==> config.mk <==
export PLATFORM = sky130hd
export DESIGN_NAME = inert_seq
export DESIGN_NICKNAME = d
export VERILOG_FILES = /design/src/rtl/inert_pkg.sv /design/src/rtl/inert_seq_int_sync.sv /design/src/rtl/inert_seq.sv
export SDC_FILE = /design/constraint.sdc
export NUM_CORES = 1
export LEC_CHECK = 0
export ABC_AREA = 1
export CORE_UTILIZATION = 51
export DETAILED_ROUTE_END_ITERATION = 12
export HOLD_SLACK_MARGIN = 0.08
export PLACE_DENSITY = 0.87
export REMOVE_ABC_BUFFERS = 1
export SETUP_SLACK_MARGIN = 0.15
export SLEW_MARGIN = 10
export SYNTH_ARGS = -nofsm -noshare
export SYNTH_HDL_FRONTEND = slang
export SYNTH_SLANG_ARGS = --single-unit
==> constraint.sdc <==
create_clock -name clk -period 1.6 [get_ports clk]
set_input_delay 0.48 -clock clk [delete_from_list [all_inputs] [get_ports clk]]
set_output_delay 0.48 -clock clk [all_outputs]
set_load 0.02 [all_outputs]
==> src/rtl/inert_pkg.sv <==
// inert_pkg: sequencer states, SPI command words and default sensor ID for inert_seq
package inert_pkg;
  typedef enum logic [3:0] {PWRUP, ID, CFG0, CFG1, CFG2, WAIT_INT, RD_YL, RD_YH, HALT} state_t;
  localparam logic [15:0] CMD_WHOAMI = 16'h8F00;
  localparam logic [15:0] CMD_INTCFG = 16'h0D02;
  localparam logic [15:0] CMD_ODR    = 16'h1160;
  localparam logic [15:0] CMD_RND    = 16'h1440;
  localparam logic [15:0] CMD_YL     = 16'hA600;
  localparam logic [15:0] CMD_YH     = 16'hA700;
  localparam logic [7:0]  ID_EXP_DEF = 8'h6A;
endpackage

==> src/rtl/inert_seq_int_sync.sv <==
// int_sync: two-flop synchronizer for the asynchronous sensor interrupt
module int_sync (
  input  logic clk,
  input  logic rst_n,
  input  logic d,
  output logic q
);
  logic m;
  always_ff @(posedge clk)
    if (!rst_n) {q, m} <= 2'b00;
    else {q, m} <= {m, d};
endmodule

==> src/rtl/inert_seq.sv <==
// inert_seq: autonomous iNEMO bring-up and yaw-rate reader driving the SPI_mnrch port
module inert_seq import inert_pkg::*; #(
  parameter logic [15:0] PWRUP_CYC = 16'hFFFF,
  parameter logic [7:0]  ID_EXP    = ID_EXP_DEF
) (
  input  logic        clk,
  input  logic        rst_n,
  input  logic        INT,
  input  logic        done,
  input  logic [15:0] rd_data,
  output logic        wrt,
  output logic [15:0] cmd,
  output logic [15:0] yaw_rt,
  output logic        vld,
  output logic        init_done,
  output logic        id_err
);
  state_t      state;
  logic [15:0] timer;
  logic [7:0]  yl_hold;
  logic        int_s;
  logic        fin;
  logic        unused_rd_hi;
  int_sync u_int_sync (.clk(clk), .rst_n(rst_n), .d(INT), .q(int_s));
  assign unused_rd_hi = ^rd_data[15:8];
  // a done coinciding with our own start pulse cannot belong to this transaction
  assign fin = done & ~wrt;
  always_ff @(posedge clk)
    if (!rst_n) begin
      state     <= PWRUP;
      timer     <= '0;
      wrt       <= 1'b0;
      cmd       <= '0;
      yaw_rt    <= '0;
      vld       <= 1'b0;
      init_done <= 1'b0;
      id_err    <= 1'b0;
      yl_hold   <= '0;
    end else begin
      wrt <= 1'b0;
      vld <= 1'b0;
      case (state)
        PWRUP:
          if (timer == PWRUP_CYC - 16'd1) begin
            state <= ID;
            wrt   <= 1'b1;
            cmd   <= CMD_WHOAMI;
          end else timer <= timer + 16'd1;
        ID:
          if (fin) begin
            if (rd_data[7:0] == ID_EXP) begin
              state <= CFG0;
              wrt   <= 1'b1;
              cmd   <= CMD_INTCFG;
            end else begin
              state  <= HALT;
              id_err <= 1'b1;
            end
          end
        CFG0:
          if (fin) begin
            state <= CFG1;
            wrt   <= 1'b1;
            cmd   <= CMD_ODR;
          end
        CFG1:
          if (fin) begin
            state <= CFG2;
            wrt   <= 1'b1;
            cmd   <= CMD_RND;
          end
        CFG2:
          if (fin) begin
            state     <= WAIT_INT;
            init_done <= 1'b1;
          end
        WAIT_INT:
          if (int_s) begin
            state <= RD_YL;
            wrt   <= 1'b1;
            cmd   <= CMD_YL;
          end
        RD_YL:
          if (fin) begin
            state   <= RD_YH;
            yl_hold <= rd_data[7:0];
            wrt     <= 1'b1;
            cmd     <= CMD_YH;
          end
        RD_YH:
          if (fin) begin
            state  <= WAIT_INT;
            yaw_rt <= {rd_data[7:0], yl_hold};
            vld    <= 1'b1;
          end
        default: ;
      endcase
    end
endmodule

### After elaboration in Yosys (flattened, before gate mapping)

Cells that the tools add are included.

| storage, ports and cells | value |
|---|---|
| bits in registers | 66 |
| input port bits | 20 |
| output and inout port bits | 36 |
| word-level logic and storage cells | 69 |

| cells by class | value |
|---|---|
| $add $sub $neg | 1 |
| equality and inequality tests | 17 |
| muxes and demuxes | 23 |
| bitwise operators | 4 |
| reduce and logical (&&, ||, !) cells | 13 |

Operators by type and width:

| cell | number |
|---|---|
| two-way mux 16 bit | 7 |
| one-hot mux 16 bit (6 select lines) | 1 |
| two-way mux 4 bit | 8 |
| one-hot mux 4 bit (7 select lines) | 1 |
| adder 16 x 1 -> 16 bit (second input constant) | 1 |
| equality test 16 bit (second input constant) | 1 |
| equality test 4 x 3 -> 1 bit (second input constant) | 4 |
| AND reduction 8 bit | 2 |
| inequality test 2 bit (second input constant) | 6 |
| AND reduction 2 bit | 5 |
| equality test 4 x 2 -> 1 bit (second input constant) | 2 |
| equality test 8 x 7 -> 1 bit (second input constant) | 1 |
| nonzero test 7 bit | 1 |
| nonzero test 6 bit | 1 |
| two-way mux 1 bit | 5 |
| equality test 4 x 1 -> 1 bit (second input constant) | 1 |
| zero test 4 bit | 1 |
| inequality test 2 x 1 -> 1 bit (second input constant) | 2 |
| one-hot mux 1 bit (4 select lines) | 1 |
| inverter 1 bit | 3 |
| AND reduction 3 bit | 1 |
| OR reduction 3 bit | 1 |
| OR reduction 2 bit | 1 |
| bitwise AND 1 bit | 1 |

### Logic depth before layout (Yosys ltp)

| depth | value |
|---|---|
| depth in word-level cells | 4 |
| mapped depth | 12 |
| gate-level depth less buffers | 12 |

### Modules after synthesis

A second synthesis with hierarchy kept.

| second synthesis, totals | value |
|---|---|
| cell total of the unflattened synthesis | 386 |
| area total of the unflattened synthesis | 2731.4 um2 |

By module, submodules not included:

| module | instances | cells an instance | area an instance (um2) | sequential area each (um2) |
|---|---|---|---|---|
| inert_seq | 1 | 380 | 2676.3 | 1121.1 |
| int_sync | 1 | 6 | 55.1 | 40.0 |

### Least setup slack after synthesis

Ideal clock, no wire load.

| timing path | value |
|---|---|
| kind | register to register |
| from | register timer[0] |
| to | register timer[6] |
| library setup time | 119 ps |
| arrival | 1299 ps |
| data required time | 1481 ps |
| slack | 182 ps |
| cell stages (with the launch flop) | 11 |
| buffers on the path | 0 |
| period minus slack after synthesis | 1418 ps |
| cells stage by stage | dfxtp_1 > inv_1 > ha_1 > nand2_1 > nor2_4 > nand2_4 > nor2_8 > nor2_8 > nand2_1 > o21ai_0 > a21oi_1 |

| between the ends | value |
|---|---|
| longest elaborated chain between the ends | 3 |
| elaborated cells between the ends (all ways) | 4 |
| those cells by class | add/sub (1); eq/ne (1); bitwise (1); reduce/logical (1) |

RTL lines:

| what | RTL line | text |
|---|---|---|
| start, declared | inert_seq.sv:19 | `logic [15:0] timer;` |
| start signal, assigned | inert_seq.sv:48 | `end else timer <= timer + 16'd1;` |
| parallel branches: the longest is 3 deep, another holds adder 16 x 1 -> 16 bit | -- |  |

Parallel ways; which one is timed is not known.
A chain may end at the register's enable or synchronous reset.

### Worst setup path in the final report

| timing path | value |
|---|---|
| from | register state[3] |
| to | register timer[5] |

| between the ends | value |
|---|---|
| longest elaborated chain between the ends | 2 |

RTL lines:

| what | RTL line | text |
|---|---|---|
| start, declared | inert_seq.sv:18 | `state_t state;` |
| start signal, assigned | inert_seq.sv:30 | `state <= PWRUP;` |
| start signal, assigned | inert_seq.sv:45 | `state <= ID;` |
| start signal, assigned | inert_seq.sv:52 | `state <= CFG0;` |
| zero test 4 bit | inert_seq.sv:42 | `case (state)` |
| AND reduction 2 bit (no line) | -- |  |

No other way between the ends.

==> flow_summary.toml <==
[power]
peakVddDrop_mv = 1.025
power_density_mw_per_mm2 = 1454
total_leakage_power_uw = 0.001715
total_power_uw = 5462

[layout]
final_cells = 529
synthToLayoutAreaGrowth_pct = 35.53
utilization = 0.7262
design_area_mm2 = 0.003756
final_nets = 476
final_common_cell = "nand2_1"
diodes = 0
drive_gt1_frac = 0.3420
final_cell_mix = "68 x nand2_1, 47 x dfxtp_1, 45 x nor2_1, 39 x inv_1, 31 x a21oi_1"

[clock_tree]
root_buffer = "clkbuf_8"
clockBufferDepth = 2
path_clk_slew_ns = 0.07
cts_buffers = 9
cts_tree = "built"
holdBufCountCts = 0
clk_latency_ns = 0.35
cts_sinks = 58
cts-htree-levels = 3

[sta]
setup_viol_count_final = 0
rsz0062_at_grt = "yes"
final-hold-violation-count = 0
fin_worst_skew_ns = 0.01116
min_period_ns = 1.572
maxSlewViolCount = 0
fin_ws_ns = 0.02752
max_freq_ghz = 0.6359
post-route-period-util = 0.9828

[worst_setup_path]
cp-start-kind = "flip-flop"
cp-end-kind = "flip-flop"
worst-setup-path-type = "reg -> reg"
path_cells = "nor2_2 -> inv_2 -> nor2_8 -> inv_4 -> nor2_8 -> buf_4 -> nand2_1 -> o21ai_0 -> a21oi_1"
worstPathArrival_ns = 1.82
cpMostUsedCell = "nor2_8"
crit_required_ns = 1.84
cp_slowest_cell = "dfxtp_2"
max_stage_delay_ns = 0.35
crit_fanout = 6

[yosys]
syn_area_per_cell_um2 = 7.332
synth_enable_flop_cells = 0
ys.flop_type = "dfxtp_1"
async_flop_share = 0
ys_seq_area_frac = 0.4190
synth.yosys.warnings = 0
synth_area_mm2 = 0.002771
yosysUniqueCellTypes = 32
yosys_register_bits = 58
netlist_instances = 378

[placed_design]
io_buffer_count = 41
gp_congestion = 0.9175
post_dp_cell_area_mm2 = 0.003339
hpwl_um = 4168
dp_cells = 495
dpl_worst_slack_ns = -0.3575

[job]
maxCapViolations = 0

[routing]
ant_nets = 0
routed_via_density = 5.372
drt-pass1-iter-count = 5
wl_per_cell_um = 15.59
vias = 2842
drt_iter0_drc = 239
routed_wl_um = 8246
drc = 0

[floorplanning]
rows = 26
die_area_mm2 = 0.005733
die-width_um = 75.72
core_area_mm2 = 0.005172
ios = 56
die_y_um = 75.72
initial_utilization = 0.5358

[global_route]
grt_first_pass_wirelength_um = 10960
grt_max_degree = 28
overflow = 0
grtUsageTotal = 0.2601
grt_pass1_vias = 2505
antenna_found_initial = 0

[min_path]
hold_class = "reg -> reg"

[status]
status = "complete, no violations"
[layer usage]
layer | wire length (um) | global-route usage
met4 | 328 | 0.1317
met1 | 3089 | 0.2917
met2 | 4317 | 0.4583
met3 | 510 | 0.06481
met5 | 0 | 0
[critical path: cells and delay by family (launching register included)]
family | cells | cell delay (ns)
compound gates | 2 | 0.23
buf+inv | 3 | 0.33
flops | 1 | 0.35
simple gates | 4 | 0.55
[synthesized netlist by cell type, drive strengths merged, types with 2 or more instances]
library cell | count | share of area
a21oi | 36 | 0.069
buf | 13 | 0.035
clkbuf | 5 | 0.0068
dfxtp | 58 | 0.42
ha | 2 | 0.0090
inv | 48 | 0.066
nand2 | 89 | 0.14
nand3 | 12 | 0.023
nand4 | 2 | 0.0045
nor2 | 66 | 0.13
nor3 | 4 | 0.0072
o21a | 2 | 0.0054
o21ai | 30 | 0.058
xnor2 | 3 | 0.0095
xor2 | 4 | 0.013
[repair_timing]
item	4_1_cts	5_1_grt
pin swaps	16	17
gates cloned	1	1
setup buffers	10	6
endpoints found under the setup margin	74	73
resized for setup	115	63
[state kept, by name (all words and copies together) (netlist names)]
| register | count |
|---|---|
| init_done | 1 |
| yl_hold | 8 |
| timer | 16 |
| state | 4 |
| vld | 1 |
| id_err | 1 |
| u_int_sync.q | 1 |
| u_int_sync.m | 1 |
| wrt | 1 |
| yaw_rt | 16 |
| cmd | 8 |
[final timing paths]
check | start | endpoint | slack, ns | cells after the start
max reg2reg | state[3] | timer[5] | 0.03 | 9
min reg2reg | u_int_sync.m | u_int_sync.q | 0.43 | 2
max | state[3] | timer[5] | 0.03 | 9
min | u_int_sync.m | u_int_sync.q | 0.43 | 2
[metrics by stage]
stage	TNS [ns]	hold slack (ns)
after floorplan	0	0.3900
after global placement	-8.008	0.4002
after detailed placement	-8.985	0.4000
after CTS	0	0.4148
after global routing	-0.1874	0.4457
final	0	0.4348
[area by class of cell]
type                    instances  area, um^2
multi-input cells             259        1469
clock buffers                  11       151.4
repair buffers                 77       626.9
flip-flops and latches         58        1177
clock inverters                 5       52.55
well taps                      70       87.58
fillers                       350        1416
inverters                      49       191.4
[where the power goes]
part,internal [uW],switching [uW],leakage (uW)
sequential,1610,129,0.000475
clock,795,629,0.000105
combinational,894,1400,0.00113
total,3300,2160,0.00172
[kinds of logic after synthesis]
| logic type | count (synthesis) | share of synthesized area |
|---|---|---|
| and+or+nand+nor | 173 | 0.3011 |
| xor gates and xnor gates | 7 | 0.02212 |
| DFF | 58 | 0.4190 |
| buffers and inverters | 67 | 0.1097 |
| other | 1 | 0.001353 |
| AOI/OAI and AO/OA | 70 | 0.1377 |
| adders and majority gates | 2 | 0.009028 |
Power figures use the tool's default switching activity.
